**src/rtl/adder_share_arbiter_pkg.sv**
```systemverilog
// adder_share_arbiter_pkg: FSM encoding and default sizes for the shared-adder arbiter
package adder_share_arbiter_pkg;
  localparam int DEF_NUM_REQ = 4;
  localparam int DEF_WIDTH = 32;
  localparam int DEF_ID_W = 2;
  typedef enum logic [1:0] {
    IDLE = 2'd0,
    CALC = 2'd1,
    RESP = 2'd2
  } state_e;
endpackage

```
**src/rtl/adder_share_arbiter_rr_arbiter_comb.sv**
```systemverilog
// rr_arbiter_comb: combinational round-robin pick starting at ptr_i
module rr_arbiter_comb #(
  parameter int N = 4,
  parameter int IW = 2
) (
  input  logic [N-1:0]  valid_i,
  input  logic [IW-1:0] ptr_i,
  output logic [N-1:0]  grant_o,
  output logic [IW-1:0] idx_o,
  output logic          any_o
);
  logic [IW-1:0] j;
  // scanning downward lets the offset nearest the pointer win last
  always_comb begin
    j = '0;
    idx_o = '0;
    any_o = |valid_i;
    for (int k = N - 1; k >= 0; k--) begin
      j = IW'((int'(ptr_i) + k) % N);
      idx_o = valid_i[j] ? j : idx_o;
    end
    grant_o = any_o ? (N'(1) << idx_o) : '0;
  end
endmodule

```
**src/rtl/adder_share_arbiter.sv**
```systemverilog
// adder_share_arbiter: round-robin sharing of one external adder among NUM_REQ requesters
module adder_share_arbiter
  import adder_share_arbiter_pkg::*;
#(
  parameter int NUM_REQ = DEF_NUM_REQ,
  parameter int WIDTH = DEF_WIDTH,
  parameter int ID_W = DEF_ID_W
) (
  input  logic                     clock,
  input  logic                     reset,
  input  logic [NUM_REQ-1:0]       io_req_valid,
  output logic [NUM_REQ-1:0]       io_req_ready,
  input  logic [NUM_REQ*WIDTH-1:0] io_req_a,
  input  logic [NUM_REQ*WIDTH-1:0] io_req_b,
  output logic                     io_resp_valid,
  input  logic                     io_resp_ready,
  output logic [ID_W-1:0]          io_resp_id,
  output logic [WIDTH-1:0]         io_resp_sum,
  output logic [WIDTH-1:0]         io_adder_a,
  output logic [WIDTH-1:0]         io_adder_b,
  input  logic [WIDTH-1:0]         io_adder_sum,
  output logic                     io_busy,
  output logic [15:0]              io_done_count
);
  state_e state_q;
  logic [ID_W-1:0] rr_q, rr_d, id_q, gidx;
  logic [WIDTH-1:0] a_q, b_q, sum_q;
  logic [15:0] cnt_q;
  logic [NUM_REQ-1:0] grant;
  logic any;
  rr_arbiter_comb #(.N(NUM_REQ), .IW(ID_W)) u_arb (
    .valid_i(io_req_valid),
    .ptr_i  (rr_q),
    .grant_o(grant),
    .idx_o  (gidx),
    .any_o  (any)
  );
  assign rr_d = ID_W'((int'(gidx) + 1) % NUM_REQ);
  // ready is gated by reset so nothing looks accepted while reset is held
  assign io_req_ready = (state_q == IDLE && reset) ? grant : '0;
  assign io_resp_valid = state_q == RESP;
  assign io_resp_id = id_q;
  assign io_resp_sum = sum_q;
  assign io_adder_a = a_q;
  assign io_adder_b = b_q;
  assign io_busy = state_q != IDLE;
  assign io_done_count = cnt_q;
  always_ff @(posedge clock)
    if (!reset) begin
      state_q <= IDLE;
      rr_q <= '0;
      a_q <= '0;
      b_q <= '0;
      id_q <= '0;
      sum_q <= '0;
      cnt_q <= '0;
    end else
      case (state_q)
        IDLE: if (any) begin
          state_q <= CALC;
          a_q <= io_req_a[int'(gidx)*WIDTH +: WIDTH];
          b_q <= io_req_b[int'(gidx)*WIDTH +: WIDTH];
          id_q <= gidx;
          rr_q <= rr_d;
        end
        CALC: begin
          sum_q <= io_adder_sum;
          state_q <= RESP;
        end
        RESP: if (io_resp_ready) begin
          cnt_q <= cnt_q + 16'd1;
          state_q <= IDLE;
        end
        default: state_q <= IDLE;
      endcase
endmodule

```
**config.mk**
```make
export PLATFORM = sky130hd
export DESIGN_NAME = adder_share_arbiter
export DESIGN_NICKNAME = d
export VERILOG_FILES = /design/src/rtl/adder_share_arbiter_pkg.sv /design/src/rtl/adder_share_arbiter_rr_arbiter_comb.sv /design/src/rtl/adder_share_arbiter.sv
export SDC_FILE = /design/constraint.sdc
export NUM_CORES = 1
export LEC_CHECK = 0
export CORE_AREA = 8 8 155 157
export DETAILED_ROUTE_END_ITERATION = 8
export DIE_AREA = 0 0 163 165
export PLACE_DENSITY = 0.64
export SLEW_MARGIN = 0
export SYNTH_ARGS = -nofsm -noshare
export SYNTH_HDL_FRONTEND = slang
export SYNTH_SLANG_ARGS = --single-unit
```
**constraint.sdc**
```tcl
create_clock -name clock -period 4.45 [get_ports clock]
set_input_delay 1.335 -clock clock [delete_from_list [all_inputs] [get_ports clock]]
set_output_delay 1.335 -clock clock [all_outputs]
set_load 0.02 [all_outputs]
```
* Word-level counts from Yosys, hierarchy flattened
Cells that the tools add are included.
Storage, ports and cells: input port bits 295, output and inout bits 120, bits in registers 118, logic and storage cells 47
Cells by class: reductions and logical operators 7, order comparisons 4, equal/unequal tests 4, add/subtract/negate cells 5, shift-type cells 3, mux-type cells 17
Operators with widths (number):
- 128-bit by 8-bit variable part select with 32-bit output | 2
- 16-bit by 1-bit adder with 16-bit output (second input constant) | 1
- 2-bit by 3-bit < comparator with 1-bit output (second input constant) | 4
- 2-bit 2-to-1 mux | 6
- 1-bit binary-select mux with 2-bit select | 4
- 4-bit 2-to-1 mux | 2
- 2-bit case mux with 3 select lines | 1
- 2-bit AND reduction | 3
- 2-bit by 1-bit adder with 2-bit output (second input constant) | 2
- 2-bit adder (second input constant) | 2
- 1-bit 2-to-1 mux | 4
- 4-bit OR reduction | 1
- 1-bit by 2-bit left shift with 4-bit output (first input constant) | 1
- 2-bit by 1-bit == test with 1-bit output (second input constant) | 1
- 2-bit == test (second input constant) | 1
- 2-bit logical NOT | 1
- 2-bit by 1-bit != test with 1-bit output (second input constant) | 1
- 2-bit != test (second input constant) | 1
- 2-bit nonzero test | 1
- 1-bit logical AND | 1

* Depth between registers and ports, before layout
depth in word-level cells 10, mapped depth 8, mapped depth without buffers 5

* Cells and area by module
Synthesis repeated with hierarchy kept, for this count alone.
Second synthesis, totals: cells, all modules 646, area total of the unflattened synthesis 6102.1 um2
By module, submodules not included:
- adder_share_arbiter | cells each 617, seq. area each 2362.3 um2, area an instance 5891.9 um2, times used 1
- rr_arbiter_comb | cells each 29, seq. area each 0.0 um2, area an instance 210.2 um2, times used 1

* Worst setup path after synthesis
Ideal clock, no wire load.
kind in2out, from input port io_req_valid[2], to output port io_req_ready[1], buffers on the path 3, data required time 3.115 ns, cell stages on the path 7, arrival 2.833 ns, setup slack 0.282 ns, cell sequence nor2b_1 -> or4b_1 -> and2_1 -> clkbuf_1 -> buf_6 -> buf_6 -> nor2_1
On the way: word-level cells in the longest chain between the ends 9
Ends and longest elaborated chain:
- start, declared | RTL line adder_share_arbiter.sv:11 | input logic [NUM_REQ-1:0] io_req_valid,
- 1-bit binary-select mux with 2-bit select | RTL line adder_share_arbiter_rr_arbiter_comb.sv:20 | idx_o = valid_i[j] ? j : idx_o;
- 1-bit 2-to-1 mux (not written as such) | RTL line adder_share_arbiter_rr_arbiter_comb.sv:20
- 2-bit 2-to-1 mux (4 in a row) | RTL line adder_share_arbiter_rr_arbiter_comb.sv:20
- 1-bit by 2-bit left shift with 4-bit output | RTL line adder_share_arbiter_rr_arbiter_comb.sv:22 | grant_o = any_o ? (N'(1) << idx_o) : '0;
- 4-bit 2-to-1 mux (*) | RTL line adder_share_arbiter_rr_arbiter_comb.sv:22
- 4-bit 2-to-1 mux (*) | RTL line adder_share_arbiter.sv:40 | assign io_req_ready = (state_q == IDLE && reset) ? grant : '0;
- end, declared | RTL line adder_share_arbiter.sv:12 | output logic [NUM_REQ-1:0] io_req_ready,
Every way passes the cells marked *; elsewhere a longest branch is shown, timed or not. The select of a mux whose other input is x is not followed.

* Final worst setup path
from input port io_req_valid[0], to output port io_req_ready[1]
Same word-level chain as after synthesis.

==> flow_metrics.env <==
export IMPL_status="complete, no violations"
export IMPL_path_class="input port to output port"
export IMPL_vias=6090
export IMPL_cts_root_buffer="clkbuf_16"
export IMPL_drive_above_1_share_pct=6.014
export IMPL_grt_first_pass_wirelength_microns=38120
export IMPL_diodes=0
export IMPL_hold_viol_final=0
export IMPL_grt_util_all_layers_pct=18.60
export IMPL_drt_iter0_markers=302
export IMPL_cts_buffer_depth=2
export IMPL_first_pass_iters=4
export IMPL_synthesis_area_sq_mm=0.005827
export IMPL_die_area_sq_mm=0.02690
export IMPL_hold_worst_slack_ps=460.9
export IMPL_syn_num_nets=914
export IMPL_leakagePower_nw=4.492
export IMPL_rsz0062_at_grt="false"
export IMPL_avgRoutedWirePerCell_microns=20.21
export IMPL_postSynthAreaPerCell_sq_um=9.429
export IMPL_drv_slew=0
export IMPL_ys_seq_elements=118
export IMPL_clock_sinks=118
export IMPL_ys_types=33
export IMPL_cp_end_kind="output port"
export IMPL_dp_hpwl_microns=20720
export IMPL_maxCapViolCount=0
export IMPL_worst_slack_ps=82.49
export IMPL_wirelength_microns=26490
export IMPL_slew_headroom_pct=47.97
export IMPL_critPathArrivalTime_ps=3030
export IMPL_dp_cells=1279
export IMPL_clk_pin_slew_worst_paths_ps=60
export IMPL_numCtsBuffers=17
export IMPL_routed_via_density=4.645
export IMPL_min_path_type="flop to flop"
export IMPL_grt_max_degree=98
export IMPL_post_cts_buffers=0
export IMPL_rows=54
export IMPL_combPwrFrac_pct=34.2
export IMPL_fmax_mhz=229.0
export IMPL_layoutNonFillerInstCount=1311
export IMPL_yosysWarnings=0
export IMPL_die_h_microns=165
export IMPL_clockPowerShare_pct=35.1
export IMPL_area_delta_synth_final_pct=86.73
export IMPL_timing_final_crit_share_pct=98.15
export IMPL_synthMuxAreaShare_pct=22.50
export IMPL_antenna_found_initial=0
export IMPL_nets=1314
export IMPL_dpl_worst_slack_ps=-259.4
export IMPL_grt_busiest_layer="met2"
export IMPL_design_area_sq_mm=0.01088
export IMPL_synth_xor_area_share_pct=1.954
export IMPL_synth_compound_area_share_pct=15.35
export IMPL_synthAdderAreaFrac_pct=0.2147
export IMPL_setup_viol_count_final=0
export IMPL_coreArea_sq_mm=0.02149
export IMPL_initial_core_util_pct=27.12
export IMPL_seq_area_frac_synth_pct=40.54
export IMPL_drcViolationCount=0
export IMPL_synth_top_family_by_area="multiplexers"
export IMPL_met3_usage_pct=5.708
export IMPL_mostFrequentLayoutCell="clkdlybuf4s50_1"
export IMPL_grtUsageMet2_pct=33.69
export IMPL_cp_start_kind="input port"
export IMPL_htreeDepth=4
export IMPL_placed_area_sq_mm=0.01024
export IMPL_io_buffers=414
export IMPL_grtUsageMet1_pct=21.13
export IMPL_cts_tree="built"
export IMPL_fin_skew_ps=8.138
export IMPL_place_gp_congestion=0.8606
export IMPL_swShare_pct=31.52
export IMPL_first_global_vias=6274
export IMPL_internal_power_w=0.002872
export IMPL_p_seq_share_pct=30.7
export IMPL_syn_inst=618
export IMPL_required_ps=3120
export IMPL_grt_overflow_total=0
export IMPL_p_per_area_mw_per_mm2=385.5
export IMPL_max_slew_worst_pin_slew_ps=780.4
export IMPL_io_pins=415
export IMPL_antenna_left=0
export IMPL_fin_crit_ps=4368
export IMPL_cp_max_fo=4
export IMPL_switchingPower_w=0.001322
export IMPL_yosys_area_share_simple_pct=14.54
export IMPL_ir_drop_mv=0.2762
export IMPL_die_w_microns=163
export IMPL_final_cell_mix="clkdlybuf4s50_1 (407), nand2_1 (133), mux2i_1 (131), dfxtp_1 (118), o221ai_1 (64)"
export IMPL_clk_latency_ps=420
## sequential cells by signal (all words and copies together), names as in the netlist
signal and flops:
io_adder_a 32, io_adder_b 32, io_done_count 16, io_resp_id 2, io_resp_sum 32, rr_q 2
state_q 2
## per-layer routing
metal | wire (microns) | up-vias | part of all wire (%)
met1 | 10450 | 2834 | 39
met3 | 1681 | 17 | 6.3
met5 | 0 | - | 0
met2 | 14160 | 198 | 53
met4 | 197 | 0 | 0.74
li1 | - | 3041 | -
## power groups by stage
stage	Sequential (W)	Clock, W	Combinational (W)
global route	0.00131	0.00156	0.00153
finish	0.00129	0.00147	0.00144
global placement	0.00130	0	0.00145
floorplan	0.00147	0	0.000566
detailed placement	0.00130	0	0.00145
CTS	0.00129	0.00151	0.00146
## cells by family (layout without fill, tap and decap cells)
kind of cell             after synthesis  in the layout
AO/OA/AOI/OAI                        110            110
XOR/XNOR                              13             13
adder cells (fa/ha/maj)                1              1
buffers and inverters                 53            466
flip-flops                           118            118
multiplexers                         131            131
AND/OR/NAND/NOR                      192            192
## layout make-up
class | count | area [sq um]
Sequential cell | 118 | 2362
Tap cell | 280 | 350.3
Inverter | 3 | 11.26
Clock inverter | 14 | 188.9
Multi-Input combinational cell | 447 | 3214
Timing Repair Buffer | 431 | 4314
Clock buffer | 18 | 439.2
Fill cell | 2059 | 10610
## cell usage after synthesis
cell	count	area [sq um]
xor2_1	6	52.55
ha_1	1	12.51
nor3_1	1	5.000
inv_1	3	11.26
or4_1	1	7.510
nand2_1	134	503.0
nor2_1	9	33.78
o32a_1	1	10.01
buf_6	11	123.9
o21a_1	1	7.510
nor4_1	4	25.02
and4_1	1	8.760
o221ai_1	64	560.5
nand4_1	5	31.28
nand2b_1	2	12.51
a21oi_1	2	10.01
and2_1	14	87.58
a21boi_1	4	30.03
nand3_1	4	20.02
or4b_1	1	10.01
nor2b_1	11	68.82
and3_1	1	6.260
a21boi_0	32	240.2
dfxtp_1	118	2362
mux2i_1	131	1311
or3_1	3	18.77
xnor2_1	7	61.31
clkbuf_1	35	131.4
buf_2	3	15.01
and3b_1	1	8.760
o21ai_0	5	25.02
buf_1	1	3.750
a21boi_2	1	11.26
## final timing paths
| check | slack [ps] | depth (start not counted) | end | from |
|---|---|---|---|---|
| worst min-delay path | 460 | 2 | io_adder_b[4] | io_adder_b[4] |
| worst max-delay path | 80 | 7 | io_req_ready[1] | io_req_valid[0] |
| worst max register to register | 2060 | 7 | io_adder_a[23] | rr_q[0] |
| worst min register to register | 460 | 2 | io_adder_b[4] | io_adder_b[4] |
## timing repair
item                                    CTS  global route
hold buffers                              0             0
pin swaps                                 0             0
endpoints found under the setup margin    4             4
gates resized for setup                   5             7
## through the flow
stage / utilization, % / power [W] / TNS, ps
finish: 50.64 / 0.004194 / 0
CTS: 50.59 / 0.004248 / 0
floorplan: - / 0.002036 / 0
global placement: 47.65 / 0.002749 / -451.8
detailed placement: 47.65 / 0.002755 / -503.0
global route: 50.64 / 0.004391 / 0
## worst max-delay path, cell delays in order
cell,delay [ps]
clkdlybuf4s50_1,460
nor2b_1,170
or4_4,490
buf_4,140
and2_4,160
nor2_1,110
buf_4,160
No activity file was read; power rests on OpenSTA's default activity.
